===== src/rtl/lsu_wb_master.sv =====
`default_nettype none
// ============================================================================
//  Module   : lsu_wb_master
//  Brief    : Load/store initiator for a pipelined Wishbone data bus. Takes
//             one core request at a time, rejects misaligned/illegal requests
//             locally, issues a single stb/stall/ack transfer otherwise and
//             returns a one-cycle response pulse to the core.
//  Options  : LSU_TIMEOUT_EN - enables an ack timeout of TIMEOUT_CYCLES
//             cycles counted from entry into REQ.
//  Revision : 1.0 - initial release
// ============================================================================
module lsu_wb_master #(
    parameter int unsigned TIMEOUT_CYCLES = 255,
    parameter int unsigned TO_W           = 8
) (
    input  logic        i_clk,
    input  logic        i_reset,
    // core request / response
    input  logic        i_req_valid,
    output logic        o_req_ready,
    input  logic [31:0] i_req_addr,
    input  logic        i_req_we,
    input  logic [2:0]  i_req_sel,
    input  logic [31:0] i_req_data,
    output logic        o_rsp_valid,
    output logic [31:0] o_rsp_data,
    output logic        o_rsp_err,
    // Wishbone master side
    output logic        o_wb_stb,
    output logic [31:0] o_wb_addr,
    output logic [31:0] o_wb_data,
    output logic        o_wb_we,
    output logic [2:0]  o_wb_sel,
    input  logic [31:0] i_wb_data,
    input  logic        i_wb_ack,
    input  logic        i_wb_stall
);

    typedef enum logic [1:0] {
        S_IDLE = 2'd0,
        S_REQ  = 2'd1,
        S_WAIT = 2'd2,
        S_RESP = 2'd3
    } state_t;

    state_t      r_state;
    state_t      w_state_nxt;
    logic        w_stb_nxt;
    logic [31:0] w_addr_nxt;
    logic [31:0] w_wdata_nxt;
    logic        w_we_nxt;
    logic [2:0]  w_sel_nxt;
    logic        w_rsp_valid_nxt;
    logic        w_rsp_err_nxt;
    logic [31:0] w_rsp_data_nxt;

    logic        w_sel_illegal;
    logic        w_misaligned;
    logic        w_reject;
    logic        w_accepted;
    logic        w_timeout;
    logic [31:0] w_load_data;

    // Counter width must be able to hold the timeout limit.
    if (64'(TIMEOUT_CYCLES) >= (64'd1 << TO_W)) begin : g_to_width_check
        $error("lsu_wb_master: TO_W too narrow for TIMEOUT_CYCLES");
    end

    // Unused size codes, and zero-extend codes on a store, have no meaning.
    assign w_sel_illegal = (i_req_sel == 3'b011) || (i_req_sel == 3'b110) ||
                           (i_req_sel == 3'b111) || (i_req_we && i_req_sel[2]);
    // Halfword codes are 001/101, word code is 010.
    assign w_misaligned  = ((i_req_sel[1:0] == 2'b01) && i_req_addr[0]) ||
                           ((i_req_sel == 3'b010) && (i_req_addr[1:0] != 2'b00));
    assign w_reject      = w_sel_illegal || w_misaligned;
    assign w_accepted    = o_wb_stb && !i_wb_stall;
    // Stores never return bus data to the core.
    assign w_load_data   = o_wb_we ? 32'd0 : i_wb_data;

    assign o_req_ready   = (r_state == S_IDLE);

`ifdef LSU_TIMEOUT_EN
    logic [TO_W-1:0] r_to_cnt;

    // Fires on the last permitted REQ/WAIT cycle so the response lands
    // exactly TIMEOUT_CYCLES cycles after entering REQ.
    assign w_timeout = (r_to_cnt == TO_W'(TIMEOUT_CYCLES - 1));

    // Cycle counter: held at zero in IDLE, counts every REQ/WAIT cycle.
    always_ff @(posedge i_clk) begin
        if (i_reset || (r_state == S_IDLE)) begin
            r_to_cnt <= '0;
        end else if ((r_state == S_REQ) || (r_state == S_WAIT)) begin
            r_to_cnt <= r_to_cnt + 1'b1;
        end
    end
`else
    assign w_timeout = 1'b0;
`endif

    // Next-state and next-output logic; every output is registered below.
    always_comb begin
        w_state_nxt     = r_state;
        w_stb_nxt       = o_wb_stb;
        w_addr_nxt      = o_wb_addr;
        w_wdata_nxt     = o_wb_data;
        w_we_nxt        = o_wb_we;
        w_sel_nxt       = o_wb_sel;
        w_rsp_valid_nxt = 1'b0;
        w_rsp_err_nxt   = 1'b0;
        w_rsp_data_nxt  = o_rsp_data;
        case (r_state)
            S_IDLE: begin
                if (i_req_valid) begin
                    if (w_reject) begin
                        w_state_nxt     = S_RESP;
                        w_rsp_valid_nxt = 1'b1;
                        w_rsp_err_nxt   = 1'b1;
                        w_rsp_data_nxt  = 32'd0;
                    end else begin
                        w_state_nxt = S_REQ;
                        w_stb_nxt   = 1'b1;
                        w_addr_nxt  = i_req_addr;
                        w_wdata_nxt = i_req_data;
                        w_we_nxt    = i_req_we;
                        w_sel_nxt   = i_req_sel;
                    end
                end
            end
            S_REQ: begin
                // An ack only counts once the strobe has been accepted.
                if (w_accepted && i_wb_ack) begin
                    w_state_nxt     = S_RESP;
                    w_stb_nxt       = 1'b0;
                    w_rsp_valid_nxt = 1'b1;
                    w_rsp_data_nxt  = w_load_data;
                end else if (w_timeout) begin
                    w_state_nxt     = S_RESP;
                    w_stb_nxt       = 1'b0;
                    w_rsp_valid_nxt = 1'b1;
                    w_rsp_err_nxt   = 1'b1;
                    w_rsp_data_nxt  = 32'd0;
                end else if (w_accepted) begin
                    w_state_nxt = S_WAIT;
                    w_stb_nxt   = 1'b0;
                end
            end
            S_WAIT: begin
                if (i_wb_ack) begin
                    w_state_nxt     = S_RESP;
                    w_rsp_valid_nxt = 1'b1;
                    w_rsp_data_nxt  = w_load_data;
                end else if (w_timeout) begin
                    w_state_nxt     = S_RESP;
                    w_rsp_valid_nxt = 1'b1;
                    w_rsp_err_nxt   = 1'b1;
                    w_rsp_data_nxt  = 32'd0;
                end
            end
            S_RESP: begin
                w_state_nxt = S_IDLE;
            end
            default: begin
                w_state_nxt = S_IDLE;
                w_stb_nxt   = 1'b0;
            end
        endcase
    end

    // State and output registers; reset abandons any in-flight transfer.
    always_ff @(posedge i_clk) begin
        if (i_reset) begin
            r_state     <= S_IDLE;
            o_wb_stb    <= 1'b0;
            o_wb_addr   <= 32'd0;
            o_wb_data   <= 32'd0;
            o_wb_we     <= 1'b0;
            o_wb_sel    <= 3'd0;
            o_rsp_valid <= 1'b0;
            o_rsp_err   <= 1'b0;
            o_rsp_data  <= 32'd0;
        end else begin
            r_state     <= w_state_nxt;
            o_wb_stb    <= w_stb_nxt;
            o_wb_addr   <= w_addr_nxt;
            o_wb_data   <= w_wdata_nxt;
            o_wb_we     <= w_we_nxt;
            o_wb_sel    <= w_sel_nxt;
            o_rsp_valid <= w_rsp_valid_nxt;
            o_rsp_err   <= w_rsp_err_nxt;
            o_rsp_data  <= w_rsp_data_nxt;
        end
    end

endmodule
`default_nettype wire

===== config.mk =====
export PLATFORM = sky130hd
export DESIGN_NAME = lsu_wb_master
export DESIGN_NICKNAME = d
export VERILOG_FILES = /design/src/rtl/lsu_wb_master.sv
export SDC_FILE = /design/constraint.sdc
export NUM_CORES = 1
export LEC_CHECK = 0
export BUFFER_PORTS_ARGS = -buffer_cell sky130_fd_sc_hd__buf_2
export CAP_MARGIN = 20
export CELL_PAD_IN_SITES_DETAIL_PLACEMENT = 0
export CELL_PAD_IN_SITES_GLOBAL_PLACEMENT = 1
export CORE_ASPECT_RATIO = 2
export CORE_UTILIZATION = 31
export CTS_CLUSTER_SIZE = 30
export DETAILED_ROUTE_END_ITERATION = 10
export GPL_TIMING_DRIVEN = 0
export HOLD_SLACK_MARGIN = 0.08
export PLACE_DENSITY_LB_ADDON = 0.2
export SLEW_MARGIN = 20
export SYNTH_ARGS = -nofsm -noshare
export SYNTH_HDL_FRONTEND = slang
export SYNTH_SLANG_ARGS = --single-unit

===== constraint.sdc =====
create_clock -name i_clk -period 2.2 [get_ports i_clk]
set_input_delay 0.22 -clock i_clk [delete_from_list [all_inputs] [get_ports i_clk]]
set_output_delay 0.22 -clock i_clk [all_outputs]
set_load 0.005 [all_outputs]

Word level (Yosys, flattened, before mapping) --
Index checks and enable logic that the tools add are counted.
Storage, ports and cells: bits in registers 105, bits in latches 0, RAM bits 0, ROM bits 0, bits of input ports 105, output and inout port bits 104, memories kept 0
Cells by class: add/subtract/negate cells 0, multipliers 0, div/mod/pow operators 0, magnitude comparators 0, equality and inequality tests 14, shifts and indexed selects 0, multiplexer cells 22, bitwise operators 2, reduce and logical (&&, ||, !) cells 20
Operators with widths (count):
- 32-bit 2-to-1 mux | 5
- 32-bit case mux with 3 select lines | 1
- 2-bit 2-to-1 mux | 5
- 1-bit 2-to-1 mux | 8
- 2-bit != test, second input constant | 4
- 2-bit case mux with 4 select lines | 1
- 3-bit by 2-bit == test with 1-bit output, second input constant | 2
- 3-bit == test, second input constant | 2
- 3-bit AND reduction | 2
- 1-bit logical AND | 5
- 1-bit logical OR | 5
- 5-bit AND reduction | 1
- 2-bit by 1-bit == test with 1-bit output, second input constant | 2
- 2-bit == test, second input constant | 2
- 4-bit AND reduction | 1
- 2-bit nonzero test | 2
- 3-bit != test, second input constant | 1
- 1-bit case mux with 3 select lines | 1
- 3-bit nonzero test | 1
- 2-bit zero test | 1
- 2-bit by 1-bit != test with 1-bit output, second input constant | 1
- 1-bit NOT | 2
- 1-bit case mux with 2 select lines | 1
- 2-bit OR reduction | 1
- 1-bit zero test | 1

Longest topological paths before layout --
depth in word-level cells 8, gate-level depth with buffers 8

Least setup slack after synthesis --
Ideal clock, no wire load.
kind register -> register, start point register r_state[0], end point register o_rsp_data[0], library setup time 0.120 ns, arrival time 1.651 ns, required time 2.080 ns, slack 0.429 ns, stages on the path, launching flop included 8, path buffers 2, clock period less this slack 1.771 ns, path through dfxtp_1 > inv_1 > ha_1 > a22o_1 > a2111o_1 > buf_4 > buf_6 > mux2i_1
Between the ends: cells in the longest elaborated chain, start to end 3, elaborated cells on any way between the ends 10, those cells by class eq/ne (6); mux (1); reduce/logical (3)
Ends and longest elaborated chain:
- start, declared | RTL line 46 | state_t r_state;
- start signal, assigned | RTL line 183 | r_state <= w_state_nxt;
- 2-bit zero test *
- named net o_req_ready | RTL line 20 | output logic o_req_ready,
- 2-bit by 1-bit != test with 1-bit output (no line), or another cell as far along
- 5-bit AND reduction (no line)
- end signal, assigned | RTL line 191 | o_rsp_data <= w_rsp_data_nxt;
- end, declared | RTL line 26 | output logic [31:0] o_rsp_data,
Mark *: on every way through the listed nets, which the timed path passes. The rest lies on a longest branch. A chain may end at the register's enable or synchronous reset.

Worst setup path after layout --
start point register r_state[1], end point register o_wb_addr[3]
Between the ends: cells in the longest elaborated chain, start to end 2
Ends and longest elaborated chain:
- 2-bit zero test | RTL line 112 | case (r_state)
- 3-bit AND reduction (no line)
- end signal, assigned | RTL line 185 | o_wb_addr <= w_addr_nxt;
- end, declared | RTL line 30 | output logic [31:0] o_wb_addr,
No other way between the ends.

==> impl_metrics.csv <==
group,metric,value,unit
status,status,"complete, no violations",
yosys,postSynthCellCount,480,
yosys,synth_warnings,0,
floorplanning,io_pins,209,
worst_hold_path,min_to,"o_wb_data[6]",
setup_path,rrSetupSlack,0.24,ns
route,dr.first_iter.drc_count,90,
route,wl_per_cell,13.6,microns
cts,clk_pin_slew,0.07,ns
timing,fmax,0.511,GHz
yosys,syn_area,0.00405,sq mm
placement,port_buffers,208,
pwr,irDropWorstVdd,691,uV
pwr,leakagePower,2.64,nW
placement,placedCellCount,838,
pwr,cellPowerDensity,1010,mW/mm^2
grt,grt_pass1_vias,4023,
yosys,ys_async_sr_fraction,0,
worst_hold_path,hp-class,"primary input to register",
route,ant_nets,0,
timing,worst_pin_slew,0.490,ns
setup_path,critPathMaxStageDelay,0.40,ns
yosys,synth_common_cells,"nand2_1 (177), dfxtp_1 (105), a21oi_1 (71)",
setup_path,critPathLaunchType,"register",
job,cap_violations,0,
floorplanning,coreArea,0.0126,sq mm
floorplanning,die_area,0.0136,sq mm
final_layout,drive_above_1_share,0.343,
grt,antenna_found_initial,0,
final_layout,syn2layout_area_growth,37.3,%
placement,preCtsSetupSlack,0.0554,ns
setup_path,end_kind,"register",
final_layout,final-seq-area,0.00210,sq mm
route,num_vias,3937,
setup_path,cp_max_fo,10,
floorplanning,die_h,164,microns
placement,placed_area,0.00528,sq mm
yosys,ys.flop_type,"dfxtp_1",
setup_path,crit_required,2.47,ns
cts,cts_tree,"yes",
yosys,syn_avg_cell_area,8.44,sq um
final_layout,nets,809,
cts,cts_buffers,9,
final_layout,n_fill_cell,1366,
yosys,synthMostInstantiatedCell,"nand2_1",
setup_path,reg2reg_to,"o_wb_addr[3]",
setup_path,crit_family,"buffers and inverters",
yosys,synth_edf_count,0,
floorplanning,initial_utilization,0.321,
setup_path,crit_buf_inv,3,
timing,fin_ws,0.242,ns
yosys,synth_area_leaders,"dfxtp_1 (52%), nand2_1 (16%), a21oi_1 (8.8%)",
setup_path,r2r_cells,8,
grt,grt_max_degree,18,
route,wl,11.6,mm
timing,rsz0062_at_grt,"false",
grt,globalRouteTotalUtil,0.173,
route,dr.pass1.iters,4,
timing,setup_viol,0,
final_layout,final_util,0.440,
timing,fin_crit,1.96,ns
timing,period_share,0.890,
floorplanning,row_count,58,
setup_path,worstPathArrival,2.23,ns
worst_hold_path,holdCritStartpoint,"i_req_data[6]",
yosys,synth-seq-cells,105,
yosys,synth_top_area_share,0.519,
setup_path,r2r_start,"r_state[1]",
yosys,synth_fp_nets,590,
grt,globalRouteOverflowTotal,0,
cts,cts_buffer_depth,2,
yosys,yosysTopAreaCell,"dfxtp_1",
worst_hold_path,holdPathStages,3,
final_layout,post-route-cell-area,0.00556,sq mm
yosys,yosys.cell_types.count,29,
cts,root_buffer,"clkbuf_16",
final_layout,antennaDiodeCount,0,
cts,cts.htree.levels,3,
floorplanning,die_w,82.8,microns
timing,slew_headroom,0.674,
timing,finalHoldViolations,0,
timing,setup_tns,0,ns
grt,grt_pass1_wl,18.9,mm
setup_path,critPathSlowestCell,"dfxtp_1",
route,drc_errors,0,
route,vias_per_cell,4.62,
placement,place.gp.congestion,0.766,
timing,slew_violations,0,
yosys,yosysSeqAreaShare,0.519,
cts,clk_latency,0.34,ns
setup_path,crit_chain,"inv_1 -> ha_1 -> nand2_1 -> a21o_1 -> buf_2 -> buf_2 -> nand2_1 -> a21oi_1",
final_layout,fin_cells,853,
timing,clock_skew,0.0101,ns
placement,dp_hpwl,9.31,mm
final_layout,multi_input_area,0.00175,sq mm
cts,cts_sinks,105,
setup_path,worstSetupPathType,"register to register",
==> timing repair <==
| action | 4_1_cts | 5_1_grt |
|---|---|---|
| buffers inserted | 0 | 0 |
| gates resized for setup | 0 | 1 |
| hold buffers | 0 | 0 |
| setup endpoints to repair | 0 | 30 |
==> flip-flops by register name, summed over array words and instances, names as in the netlist <==
register and count:
o_rsp_err 1, o_wb_stb 1, o_rsp_data 32, o_wb_sel 3, o_wb_we 1, o_wb_data 32
r_state 2, o_rsp_valid 1, o_wb_addr 32
==> routing by layer <==
layer / part of all wire / wire (microns) / GRT usage / vias to the layer above
li1: - / - / - / 1996
met1: 0.35 / 4120 / 0.169 / 1773
met2: 0.56 / 6490 / 0.342 / 150
met3: 0.060 / 700 / 0.0379 / 18
met4: 0.025 / 293 / 0.0745 / 0
met5: 0 / 0 / 0 / -
==> layout by cell type (no fill, tap or decap), drive strengths merged, types with 2 or more instances in the layout <==
master / instances
a21oi: 72
buf: 222
clkbuf: 28
dfxtp: 105
ha: 5
inv: 10
mux2i: 32
nand2: 177
nand2b: 28
nand3: 3
nor3b: 2
o21ai: 2
or3: 2
==> cell families after synthesis <==
kind of cell | count (synthesis) | share of synthesized area
adders and majority gates | 5 | 0.0154
buffers and inverters | 39 | 0.0494
and+or+nand+nor | 216 | 0.224
DFF | 105 | 0.519
AOI/OAI and AO/OA | 83 | 0.113
muxes | 32 | 0.0791
==> area by class of cell <==
cell class	count	share of cell area
Sequential cell	105	0.378
Multi-Input combinational cell	336	0.315
Timing Repair Buffer	208	0.187
Clock buffer	10	0.0430
Tap cell	150	0.0337
Buffer	32	0.0313
Clock inverter	5	0.00697
Inverter	7	0.00472
==> stage by stage <==
stage | power, mW | hold slack, ns
2_1_floorplan | 3.54 | 0.356
3_3_place_gp | 4.14 | 0.441
3_5_place_dp | 4.19 | 0.443
4_1_cts | 5.74 | 0.0977
5_1_grt | 6.01 | 0.107
6_report | 5.63 | 0.110
==> tightest hold or removal path, stage by stage <==
cell	delay (ns)
buf_2	0.09
nand2_1	0.04
a21oi_1	0.05
==> power breakdown <==
group	leakage, nW	total, mW	internal, mW	switching (mW)
logic	1.65	1.80	0.838	0.960
registers	0.853	2.31	2.17	0.139
clock network	0.136	1.52	0.803	0.717
total	2.64	5.63	3.81	1.82
==> worst max path at each step <==
| stage | start | endpoint | slack [ns] | depth (start not counted) |
|---|---|---|---|---|
| 3_3_place_gp | r_state[1] | o_rsp_data[23] | 0.12 | 6 |
| 2_1_floorplan | r_state[0] | o_rsp_data[0] | 0.43 | 7 |
| 6_report | r_state[1] | o_wb_addr[3] | 0.24 | 8 |
| 3_5_place_dp | r_state[1] | o_rsp_data[29] | 0.06 | 6 |
| 4_1_cts | r_state[1] | o_rsp_data[27] | 0.02 | 6 |
| 5_1_grt | r_state[0] | o_wb_addr[0] | 0.02 | 8 |
Note: power is estimated with default switching activity, not from simulation.
